<file path="src/rtl/bfs_csr_if.sv">
// CSR request/response bus between a host master and the BFS control slave.
// One request per cycle at most; the response always arrives on the next cycle.
interface bfs_csr_if;
    logic        csr_bfs_valid;
    logic [3:0]  csr_bfs_addr;
    logic        csr_bfs_wen;
    logic [31:0] csr_bfs_wdata;
    logic        bfs_csr_valid;
    logic        bfs_csr_error;
    logic [31:0] bfs_csr_rdata;

    modport master (
        output csr_bfs_valid, csr_bfs_addr, csr_bfs_wen, csr_bfs_wdata,
        input  bfs_csr_valid, bfs_csr_error, bfs_csr_rdata
    );

    modport slave (
        input  csr_bfs_valid, csr_bfs_addr, csr_bfs_wen, csr_bfs_wdata,
        output bfs_csr_valid, bfs_csr_error, bfs_csr_rdata
    );
endinterface

</file>
<file path="src/rtl/bfs_csr_slave.sv">
// CSR slave that holds BFS job parameters and sequences an engine run.
// state  | meaning
// IDLE   | no job; parameters writable, start accepted when QSIZE != 0
// LAUNCH | one cycle; bfs_start_o asserted toward the engine
// RUN    | engine working; waits for eng_done_i or an abort
module bfs_csr_slave (
    input  logic            clk,
    input  logic            rst_n,
    bfs_csr_if.slave        csr,
    output logic            bfs_start_o,
    output logic            bfs_abort_o,
    output logic [31:0]     bfs_root_o,
    output logic [31:0]     bfs_targ_o,
    output logic [31:0]     bfs_qbase_o,
    output logic [31:0]     bfs_qsize_o,
    input  logic            eng_done_i,
    input  logic            eng_found_i,
    input  logic [31:0]     eng_result_i
);

    typedef enum logic [1:0] {S_IDLE, S_LAUNCH, S_RUN} state_t;

    state_t      state_q, state_d;
    logic [31:0] root_q, root_d, targ_q, targ_d, qbase_q, qbase_d, qsize_q, qsize_d;
    logic [31:0] result_q, result_d, cycles_q, cycles_d;
    logic        done_q, done_d, found_q, found_d;
    logic        rsp_valid_q, rsp_valid_d, rsp_error_q, rsp_error_d;
    logic [31:0] rsp_rdata_q, rsp_rdata_d;
    logic        abort_q, abort_d;

    logic        busy, err, wr_ok, stat_wr, start_acc, abort_acc, clr_done, eng_fin;
    logic [31:0] rd_val;

    assign busy = (state_q != S_IDLE);

    always_comb begin
        rd_val = '0;
        case (csr.csr_bfs_addr)
            4'd0:    rd_val = {29'd0, found_q, done_q, busy};
            4'd1:    rd_val = root_q;
            4'd2:    rd_val = targ_q;
            4'd3:    rd_val = qbase_q;
            4'd4:    rd_val = qsize_q;
            4'd5:    rd_val = result_q;
            4'd6:    rd_val = cycles_q;
            default: rd_val = '0;
        endcase
    end

    // A start bit while busy is only tolerated when the same write also aborts.
    always_comb begin
        err = 1'b0;
        if (csr.csr_bfs_addr > 4'd6) begin
            err = 1'b1;
        end else if (csr.csr_bfs_wen) begin
            if (csr.csr_bfs_addr == 4'd5 || csr.csr_bfs_addr == 4'd6)
                err = 1'b1;
            else if (csr.csr_bfs_addr != 4'd0 && busy)
                err = 1'b1;
            else if (csr.csr_bfs_addr == 4'd0 && csr.csr_bfs_wdata[0])
                err = busy ? !csr.csr_bfs_wdata[2] : (qsize_q == 32'd0);
        end
    end

    assign wr_ok     = csr.csr_bfs_valid && csr.csr_bfs_wen && !err;
    assign stat_wr   = wr_ok && (csr.csr_bfs_addr == 4'd0);
    assign start_acc = stat_wr && csr.csr_bfs_wdata[0] && !busy;
    assign abort_acc = stat_wr && csr.csr_bfs_wdata[2] && busy;
    assign clr_done  = stat_wr && csr.csr_bfs_wdata[1];
    assign eng_fin   = (state_q == S_RUN) && eng_done_i && !abort_acc;

    always_ff @(posedge clk or negedge rst_n) begin
        if (!rst_n) state_q <= S_IDLE;
        else        state_q <= state_d;
    end

    always_comb begin
        state_d     = state_q;
        bfs_start_o = 1'b0;
        case (state_q)
            S_IDLE:   if (start_acc) state_d = S_LAUNCH;
            S_LAUNCH: begin
                bfs_start_o = 1'b1;
                state_d     = abort_acc ? S_IDLE : S_RUN;
            end
            S_RUN:    if (abort_acc || eng_done_i) state_d = S_IDLE;
            default:  state_d = S_IDLE;
        endcase
    end

    always_comb begin
        root_d   = root_q;
        targ_d   = targ_q;
        qbase_d  = qbase_q;
        qsize_d  = qsize_q;
        result_d = result_q;
        cycles_d = cycles_q;
        done_d   = done_q;
        found_d  = found_q;
        if (wr_ok) begin
            case (csr.csr_bfs_addr)
                4'd1:    root_d  = csr.csr_bfs_wdata;
                4'd2:    targ_d  = csr.csr_bfs_wdata;
                4'd3:    qbase_d = csr.csr_bfs_wdata;
                4'd4:    qsize_d = csr.csr_bfs_wdata;
                default: ;
            endcase
        end
        if (busy && cycles_q != 32'hFFFF_FFFF)
            cycles_d = cycles_q + 32'd1;
        // Engine completion is applied after clear-done so it wins the same edge.
        if (clr_done)
            done_d = 1'b0;
        if (eng_fin) begin
            done_d   = 1'b1;
            found_d  = eng_found_i;
            result_d = eng_result_i;
        end
        if (abort_acc) begin
            done_d  = 1'b0;
            found_d = 1'b0;
        end
        if (start_acc) begin
            done_d   = 1'b0;
            found_d  = 1'b0;
            result_d = '0;
            cycles_d = '0;
        end
        rsp_valid_d = csr.csr_bfs_valid;
        rsp_error_d = csr.csr_bfs_valid && err;
        rsp_rdata_d = (csr.csr_bfs_valid && !err) ? rd_val : 32'd0;
        abort_d     = abort_acc;
    end

    always_ff @(posedge clk or negedge rst_n) begin
        if (!rst_n) begin
            root_q      <= '0;
            targ_q      <= '0;
            qbase_q     <= '0;
            qsize_q     <= '0;
            result_q    <= '0;
            cycles_q    <= '0;
            done_q      <= 1'b0;
            found_q     <= 1'b0;
            rsp_valid_q <= 1'b0;
            rsp_error_q <= 1'b0;
            rsp_rdata_q <= '0;
            abort_q     <= 1'b0;
        end else begin
            root_q      <= root_d;
            targ_q      <= targ_d;
            qbase_q     <= qbase_d;
            qsize_q     <= qsize_d;
            result_q    <= result_d;
            cycles_q    <= cycles_d;
            done_q      <= done_d;
            found_q     <= found_d;
            rsp_valid_q <= rsp_valid_d;
            rsp_error_q <= rsp_error_d;
            rsp_rdata_q <= rsp_rdata_d;
            abort_q     <= abort_d;
        end
    end

    assign csr.bfs_csr_valid = rsp_valid_q;
    assign csr.bfs_csr_error = rsp_error_q;
    assign csr.bfs_csr_rdata = rsp_rdata_q;
    assign bfs_abort_o       = abort_q;
    assign bfs_root_o        = root_q;
    assign bfs_targ_o        = targ_q;
    assign bfs_qbase_o       = qbase_q;
    assign bfs_qsize_o       = qsize_q;

endmodule

</file>
<file path="src/flat_wrapper.sv">
// flat-port wrapper written by rule: the top's interface ports become plain ports
module bfs_csr_slave_flat 
  (clk, rst_n, bfs_start_o, bfs_abort_o, bfs_root_o, bfs_targ_o, bfs_qbase_o, bfs_qsize_o, eng_done_i, eng_found_i, eng_result_i, csr_csr_bfs_valid, csr_csr_bfs_addr, csr_csr_bfs_wen, csr_csr_bfs_wdata, csr_bfs_csr_valid, csr_bfs_csr_error, csr_bfs_csr_rdata);
  bfs_csr_if csr_i ();
  input  logic clk;
  input  logic rst_n;
  output logic bfs_start_o;
  output logic bfs_abort_o;
  output logic [31:0] bfs_root_o;
  output logic [31:0] bfs_targ_o;
  output logic [31:0] bfs_qbase_o;
  output logic [31:0] bfs_qsize_o;
  input  logic eng_done_i;
  input  logic eng_found_i;
  input  logic [31:0] eng_result_i;
  input wire logic [$bits(csr_i.csr_bfs_valid)-1:0] csr_csr_bfs_valid;
  input wire logic [$bits(csr_i.csr_bfs_addr)-1:0] csr_csr_bfs_addr;
  input wire logic [$bits(csr_i.csr_bfs_wen)-1:0] csr_csr_bfs_wen;
  input wire logic [$bits(csr_i.csr_bfs_wdata)-1:0] csr_csr_bfs_wdata;
  output wire logic [$bits(csr_i.bfs_csr_valid)-1:0] csr_bfs_csr_valid;
  output wire logic [$bits(csr_i.bfs_csr_error)-1:0] csr_bfs_csr_error;
  output wire logic [$bits(csr_i.bfs_csr_rdata)-1:0] csr_bfs_csr_rdata;
  assign csr_i.csr_bfs_valid = csr_csr_bfs_valid;
  assign csr_i.csr_bfs_addr = csr_csr_bfs_addr;
  assign csr_i.csr_bfs_wen = csr_csr_bfs_wen;
  assign csr_i.csr_bfs_wdata = csr_csr_bfs_wdata;
  assign csr_bfs_csr_valid = csr_i.bfs_csr_valid;
  assign csr_bfs_csr_error = csr_i.bfs_csr_error;
  assign csr_bfs_csr_rdata = csr_i.bfs_csr_rdata;
  bfs_csr_slave u_core (.clk(clk), .rst_n(rst_n), .csr(csr_i), .bfs_start_o(bfs_start_o), .bfs_abort_o(bfs_abort_o), .bfs_root_o(bfs_root_o), .bfs_targ_o(bfs_targ_o), .bfs_qbase_o(bfs_qbase_o), .bfs_qsize_o(bfs_qsize_o), .eng_done_i(eng_done_i), .eng_found_i(eng_found_i), .eng_result_i(eng_result_i));
endmodule
</file>
<file path="config.mk">
export PLATFORM = sky130hd
export DESIGN_NAME = bfs_csr_slave_flat
export DESIGN_NICKNAME = d
export VERILOG_FILES = /design/src/rtl/bfs_csr_if.sv /design/src/rtl/bfs_csr_slave.sv /design/src/flat_wrapper.sv
export SDC_FILE = /design/constraint.sdc
export NUM_CORES = 1
export LEC_CHECK = 0
export BUFFER_PORTS_ARGS = -buffer_cell sky130_fd_sc_hd__clkbuf_2
export CELL_PAD_IN_SITES_DETAIL_PLACEMENT = 0
export CELL_PAD_IN_SITES_GLOBAL_PLACEMENT = 1
export CORE_ASPECT_RATIO = 1.75
export CORE_MARGIN = 1.5
export CORE_UTILIZATION = 45
export CTS_BUF_LIST = sky130_fd_sc_hd__clkbuf_16
export DETAILED_ROUTE_END_ITERATION = 10
export PLACE_DENSITY_LB_ADDON = 0.08
export SLEW_MARGIN = 40
export SYNTH_ARGS = -nofsm -noshare
export SYNTH_HDL_FRONTEND = slang
export SYNTH_SLANG_ARGS = --single-unit
export TNS_END_PERCENT = 1
</file>
<file path="constraint.sdc">
create_clock -name clk -period 5.94 [get_ports clk]
set_input_delay 0.297 -clock clk [delete_from_list [all_inputs] [get_ports clk]]
set_output_delay 0.297 -clock clk [all_outputs]
set_load 0.01 [all_outputs]
</file>
==> summary.txt, run 1 <==
Global routing
  – Wire length of the first global-routing pass: approximately 50 mm
  – Number of antenna violations at the first check in global routing: 2
  – GRT overflow: 0
  – Vias in the first global route: roughly 8,200
  – GRT Util Overall: roughly 28%
  – Maximum number of pins on one net before global-route repair: approximately 70

Yosys
  – Most used DFF post-synth: dfrtp_1
  – Post-synth cell types: 53
  – Mean post-synth cell area: between 10 and 15 µm²
  – Cell type with the largest total area after synthesis: dfrtp_1
  – Portion of the post-synthesis area used by sequential elements: between 50% and 60%
  – Number of enable-type register cells in the synthesized netlist: 0
  – Synth Net Count: 940
  – Count of synthesis-stage warnings from yosys: 0
  – Share of synthesized registers carrying an async set or reset: 100.0%
  – Most area-consuming cells after synthesis: dfrtp_1 57%, mux2_2 11%, a22oi_1 6.8%, mux2_1 3.3%, nand2_1 3.0%
  – Area fraction of the dominant cell type after synthesis: a little under three fifths
  – Yosys reg bits: 231
  – Cell Area, Synth: around 0.010 mm²
  – Post-synthesis instance total: 865

Drt
  – Post-detailed-routing wire length: approximately 33 mm
  – TritonRoute pass-1 iters: 5
  – Routed via count: around 8,200
  – Count of antenna-violating nets left after detailed routing: 0
  – Vias/cell: a little under 6
  – First-iteration detailed-routing DRC count: 529
  – Post-detailed-route wirelength per cell: around 23 µm
  – Remaining DRCs: 0

Clock network
  – Clock tree from TritonCTS: done
  – Post CTS Setup Buffer Count: 0
  – Number of buffers on the longest clock path: 3
  – Reg clk slew, reported paths: 0.06 ns
  – CTS H-Tree Depth: 1
  – Clk Latency, worst-skew pair: ~0.5 ns
  – Clock tree root buffer cell: clkbuf_16
  – Clk sinks: about 230
  – Number of buffers created by CTS: 22

Timing
  – Slew @ Worst Pin: ~0.8 ns
  – Clock skew after layout: 0.008163 ns
  – Finish-stage setup viols: 0
  – Final worst path period share: ~46%
  – Hold Worst Slack: 0.01039 ns
  – Max frequency: 369.7 MHz
  – RSZ-0062 raised after global routing: false
  – Final min period: 2.705 ns
  – Post-route setup slack: about 3.2 ns
  – Max-slew violation total from the final report: 0
  – Final hold viol count: 0
  – Normalized max-slew margin: 45.25%
  – Fin Setup TNS: 0 ns

Floorplan
  – Die Footprint: ~0.024 mm²
  – Die extent in x: about 120 µm
  – I/O Pins: 238
  – # rows: 72
  – Core Box Area: about 0.022 mm²
  – Starting utilization of the core area: a little under half
  – Vertical die dimension: 202.3 µm

Place
  – Weighted congestion at the end of routability-driven global placement: 0.8387
  – Placed Instance Area: approximately 0.012 mm²
  – Buffers on Ports: ~240
  – HPWL reported at the end of detailed placement: 22.65 mm
  – Worst-case setup slack after placement: between 2 and 3 ns

Critical path
  – Startpoint type of the worst setup path: flop
  – Req. time, crit path: about 6.4 ns
  – Max FO, Critical Path: 66
  – Classification of the worst setup path: flop to flop
  – Arrival @ worst endpoint: 3.12 ns
  – CP Capture Type: flop

Cells and area
  – # nets final: 1,179
  – Fraction of layout cells with a size suffix above 1: 36.10%
  – Final Util: ~57%
  – Final instance area: 0.01268 mm²
  – Post-synthesis to final-layout area growth: 24.17%

Status
  – Result of the run: complete, no violations

Power and ir drop
  – Leakage: between 5 and 6 nW
  – Max IR drop VDD: 0.2160 mV
  – Pwr per Cell Area: ~320 mW/mm²

Worst hold path
  – Path category of the worst min-delay check: input pin to flop

Run
  – Count of maximum capacitance violations: 0
[registers in the layout, summed over array words and instances, names as in the netlist]
signal and count:
u_core.found_q 1, u_core.csr.bfs_csr_valid 1, u_core.result_q 32, u_core.bfs_targ_o 32, u_core.state_q 2, u_core.csr.bfs_csr_error 1, u_core.csr.bfs_csr_rdata 32, u_core.done_q 1
u_core.bfs_qsize_o 32, u_core.bfs_root_o 32, u_core.cycles_q 32, u_core.bfs_qbase_o 32, u_core.bfs_abort_o 1
[cell families (layout without fill, tap and decap cells)]
family          Yosys count  after routing  synth area share, %
flops                   231            231                56.62
xor+xnor                  6              6               0.5148
buf+inv                  71            325                3.285
other cells               0              2                    0
compound gates          216            216                14.25
simple gates            210            210                10.88
fa+ha+maj                 1              1               0.1225
mux                     130            130                14.32
[worst max-delay path: stages (launching register included)]
cell	delay, ns
dfrtp_1	0.44
nor4_1	0.66
nand4_1	0.35
o31a_2	0.43
buf_4	0.38
nand3b_1	0.27
o21ai_0	0.09
[timing repair]
action / in CTS / in global routing
hold endpoints to repair: 78 / 0
hold buffers: 17 / 0
gates resized for setup: 0 / 0
[final timing paths]
check,from,endpoint,slack (ns),cells after the start
min in group asynchronous,rst_n,u_core.bfs_targ_o[8]$_DFFE_PN0P_,0.34,2
max in group asynchronous,rst_n,u_core.bfs_targ_o[23]$_DFFE_PN0P_,4.17,4
max reg2reg,u_core.bfs_qsize_o[2]$_DFFE_PN0P_,u_core.cycles_q[0]$_DFFE_PN0P_,3.24,6
max,u_core.bfs_qsize_o[2]$_DFFE_PN0P_,u_core.cycles_q[0]$_DFFE_PN0P_,3.24,6
min,eng_result_i[24],u_core.result_q[24]$_DFFE_PN0P_,0.01,3
min reg2reg,u_core.result_q[27]$_DFFE_PN0P_,u_core.result_q[27]$_DFFE_PN0P_,0.52,2
[per-stage QoR]
step           total power [W]  std cells
2_1_floorplan         0.002346        865
3_3_place_gp          0.002702       1352
3_5_place_dp          0.002726       1358
4_1_cts               0.004071       1414
5_1_grt               0.004227       1417
6_report              0.004047       1417
[cells in the mapped netlist (all sizes together) (14+ instances only)]
cell / instances
dfrtp: 231
mux2: 128
a22oi: 93
nand2: 81
o21ai: 45
clkbuf: 37
a31oi: 34
nor2: 23
buf: 22
a21oi: 18
nor3: 16
nand3: 14
[layout by cell type, fill, tap and decap left out, drive strengths merged, types with 3 or more instances in the layout]
cell         instances
nor2                23
a222oi               3
dlygate4sd3         17
xnor2                5
and4                 7
nor4                12
clkbuf             259
or3                  9
a31oi               34
inv                 16
o31ai               11
or2                  3
a211oi               4
mux2               128
and2                 3
o21ai               45
buf                 21
clkinv              10
a21oi               18
nor3                16
nor2b                3
dfrtp              231
a22oi               93
nand2               81
nand3               14
or4                 12
nor4b                4
and3                 5
nand4               11
[power by group]
part	total (W)	switching [W]	leakage [nW]	internal, W
sequential	0.00203	0.000252	3.03	0.00178
combinational	0.000672	0.000383	2.56	0.000289
clock	0.00134	0.000601	0.339	0.000740
[area by class of cell]
cell class | count | area (µm²)
multi-input cells | 563 | 4195
inverters | 12 | 45.04
clock buffers | 23 | 575.6
clock inverters | 16 | 92.59
repair buffers | 274 | 1612
flip-flops and latches | 231 | 5781
diodes | 2 | 5.005
well taps | 296 | 370.4
fillers | 2038 | 9485
[routing by layer]
layer  wire length (µm)  GRT usage [%]  vias to the layer above
met5                  0              0                        -
met4               1040          10.15                        0
met3               1592          3.358                       54
met2              17610          50.25                      279
li1                   -              -                     3732
met1              12970          34.82                     4151
No activity file was read; power rests on OpenSTA's default activity.
==> run 2, diff against run 1 <==
--- a/config.mk
+++ b/config.mk
@@ -10,7 +10,7 @@
 export CELL_PAD_IN_SITES_GLOBAL_PLACEMENT = 1
 export CORE_ASPECT_RATIO = 1.75
 export CORE_MARGIN = 1.5
-export CORE_UTILIZATION = 45
+export CORE_UTILIZATION = 38
 export CTS_BUF_LIST = sky130_fd_sc_hd__clkbuf_16
 export DETAILED_ROUTE_END_ITERATION = 10
 export PLACE_DENSITY_LB_ADDON = 0.08
==> constraint.sdc (replaced) <==
create_clock -name clk -period 2.3 [get_ports clk]
set_input_delay 0.115 -clock clk [delete_from_list [all_inputs] [get_ports clk]]
set_output_delay 0.115 -clock clk [all_outputs]
set_load 0.01 [all_outputs]
==> summary.txt, run 2 (synthesis results as in run 1) <==
Timing
  – Max frequency: 454.7 MHz (was 369.7 MHz)
  – Final worst path period share: 95.61% (was 45.53%)
  – Fin Setup TNS: 0 ns (unchanged)
  – Normalized max-slew margin: 60.87% (was 45.25%)
  – Finish-stage setup viols: 0 (unchanged)
  – Final min period: 2.199 ns (was 2.705 ns)
  – RSZ-0062 raised after global routing: false (unchanged)
  – Final hold viol count: 0 (unchanged)
  – Max-slew violation total from the final report: 0 (unchanged)
  – Clock skew after layout: 0.02190 ns (was 0.008163 ns)
  – Slew @ Worst Pin: 0.5869 ns (was 0.8150 ns)

Critical path
  – Family with the most delay on the worst path: simple AND/OR/NAND/NOR gates (unchanged)
  – Max FO, Critical Path: 5 (was 66)
  – Cells traversed along the worst timing path: ha_1, nand3_1, or4_4, or2_1, or4_1, a21oi_1 (was nor4_1, nand4_1, o31a_2, buf_4, nand3b_1, o21ai_0)
  – Crit-path slowest cell: or4_4 (was nor4_1)
  – Req. time, crit path: 2.76 ns (was 6.36 ns)
  – Critical path's largest stage delay: 0.56 ns (was 0.66 ns)
  – Startpoint type of the worst setup path: flop (unchanged)
  – Arrival @ worst endpoint: 2.65 ns (was 3.12 ns)
  – Buffering stage count on the worst path with inverters included: 0 (was 1)
  – Critical path origin: u_core.cycles_q[0]$_DFFE_PN0P_ (was u_core.bfs_qsize_o[2]$_DFFE_PN0P_)
  – Worst R2R Start: u_core.cycles_q[0]$_DFFE_PN0P_ (was u_core.bfs_qsize_o[2]$_DFFE_PN0P_)
  – Classification of the worst setup path: flop to flop (unchanged)
  – CP Capture Type: flop (unchanged)

Floorplan
  – Vertical die dimension: 219.8 µm (was 202.3 µm)
  – I/O Pins: 238 (unchanged)
  – Die extent in x: 126.9 µm (was 116.9 µm)
  – Core Box Area: 0.02649 mm² (was 0.02216 mm²)
  – Starting utilization of the core area: 38.54% (was 46.06%)
  – Die Footprint: 0.02790 mm² (was 0.02363 mm²)
  – # rows: 79 (was 72)

Drt
  – Vias/cell: 5.560 (was 5.798)
  – TritonRoute pass-1 iters: 5 (unchanged)
  – First-iteration detailed-routing DRC count: 492 (was 529)
  – Routed via count: 8,574 (was 8,216)
  – Post-detailed-routing wire length: 35.50 mm (was 33.21 mm)
  – Remaining DRCs: 0 (unchanged)
  – Post-detailed-route wirelength per cell: 23.02 µm (was 23.43 µm)
  – Count of antenna-violating nets left after detailed routing: 0 (unchanged)

Place
  – Buffers on Ports: 237 (unchanged)
  – HPWL reported at the end of detailed placement: 25.22 mm (was 22.65 mm)
  – Placed Instance Area: 0.01224 mm² (was 0.01182 mm²)
  – Weighted congestion at the end of routability-driven global placement: 0.8450 (was 0.8387)

Cells and area
  – Final instance area: 0.01362 mm² (was 0.01268 mm²)
  – Fraction of layout cells with a size suffix above 1: 37.11% (was 36.10%)
  – # nets final: 1,277 (was 1,179)
  – Number of diodes added for antenna fixing: 0 (was 2)
  – Post-synthesis to final-layout area growth: 33.45% (was 24.17%)
  – Top library cells by usage in the layout, fill and taps aside: 236 x clkbuf_2, 231 x dfrtp_1, 98 x mux2_2 (unchanged)
  – Most common cell after layout, fill and taps aside: clkbuf_2 (unchanged)

Global routing
  – GRT overflow: 0 (unchanged)
  – GRT Util Overall: 25.42% (was 28.30%)
  – Vias in the first global route: 8,900 (was 8,247)
  – Maximum number of pins on one net before global-route repair: 70 (was 72)
  – Number of antenna violations at the first check in global routing: 0 (was 2)
  – Wire length of the first global-routing pass: 53.55 mm (was 49.88 mm)

Clock network
  – Clock tree root buffer cell: clkbuf_16 (unchanged)
  – CTS H-Tree Depth: 1 (unchanged)
  – Number of buffers on the longest clock path: 3 (unchanged)
  – Clock tree from TritonCTS: done (unchanged)
  – Clk Latency, worst-skew pair: 0.54 ns (was 0.50 ns)
  – Number of buffers created by CTS: 23 (was 22)
  – Reg clk slew, reported paths: 0.07 ns (was 0.06 ns)
  – Post CTS Setup Buffer Count: 0 (unchanged)
  – Clk sinks: 231 (unchanged)

Status
  – Result of the run: complete, no violations (unchanged)

Worst hold path
  – Startpoint of the lowest-slack hold path: csr_csr_bfs_wen (was eng_result_i[24])
  – Path category of the worst min-delay check: input pin to flop (unchanged)

Power and ir drop
  – Leakage: 6.388 nW (was 5.932 nW)
  – Max IR drop VDD: 0.5014 mV (was 0.2160 mV)
  – Final Total Pwr: 0.01090 W (was 0.004047 W)
  – Pwr per Cell Area: 799.8 mW/mm² (was 319.3 mW/mm²)

Run
  – Count of maximum capacitance violations: 0 (unchanged)
[run 2: worst paths after layout]
kind / end / depth (start not counted) / slack (ns)
worst max-delay path: u_core.cycles_q[22]$_DFFE_PN0P_ / 6 / 0.10
min in group asynchronous: u_core.bfs_targ_o[8]$_DFFE_PN0P_ / 2 / 0.14
max in group asynchronous: u_core.bfs_root_o[26]$_DFFE_PN0P_ / 3 / 1.36
worst max register to register: u_core.cycles_q[22]$_DFFE_PN0P_ / 6 / 0.10
worst min-delay path: u_core.csr.bfs_csr_error$_DFF_PN0_ / 3 / 0.07
worst min register to register: u_core.bfs_qbase_o[6]$_DFFE_PN0P_ / 1 / 0.52
[run 2: metrics by stage]
stage / hold slack (ns) / setup slack [ns] / util [%] / instances
after floorplan: -0.1806 / 0.1502 / - / 865
after global placement: 0.1289 / 0.07438 / 46.10 / 1432
after detailed placement: 0.1325 / 0.09311 / 46.20 / 1433
after CTS: 0.03950 / 0.06549 / 51.39 / 1542
after global routing: 0.08068 / 0.01640 / 51.43 / 1542
final: 0.06683 / 0.1009 / 51.43 / 1542
[run 2: layout make-up]
class                           count  area, µm²
Timing Repair Buffer              371       2517
Clock inverter                     18      117.6
Clock buffer                       23      575.6
Tap cell                          324      405.4
Inverter                           12      45.04
Sequential cell                   231       5781
Fill cell                        2483      12870
Multi-Input combinational cell    563       4182
[run 2: layer usage]
layer	vias up	part of all wire, %	track usage [%]
li1	3915	-	-
met1	4341	38	29.15
met2	269	55	48.42
met3	49	5.1	4.151
met4	0	2.1	6.780
met5	-	0	0
[run 2: where the power goes]
| group | switching, W | internal, W |
|---|---|---|
| registers | 0.000532 | 0.00461 |
| logic | 0.00119 | 0.00100 |
| clock network | 0.00163 | 0.00194 |
[run 2: tightest hold or removal path: cells and delay by family]
family | cells | cell delay, ns
and+or+nand+nor | 1 | 0.17
buffers and inverters | 1 | 0.10
AOI/OAI and AO/OA | 1 | 0.13
[run 2: what timing repair did]
action                     CTS  global route
resized for setup            0             2
setup endpoints to repair    0             5
hold endpoints to repair   226             0
hold buffers                68             0
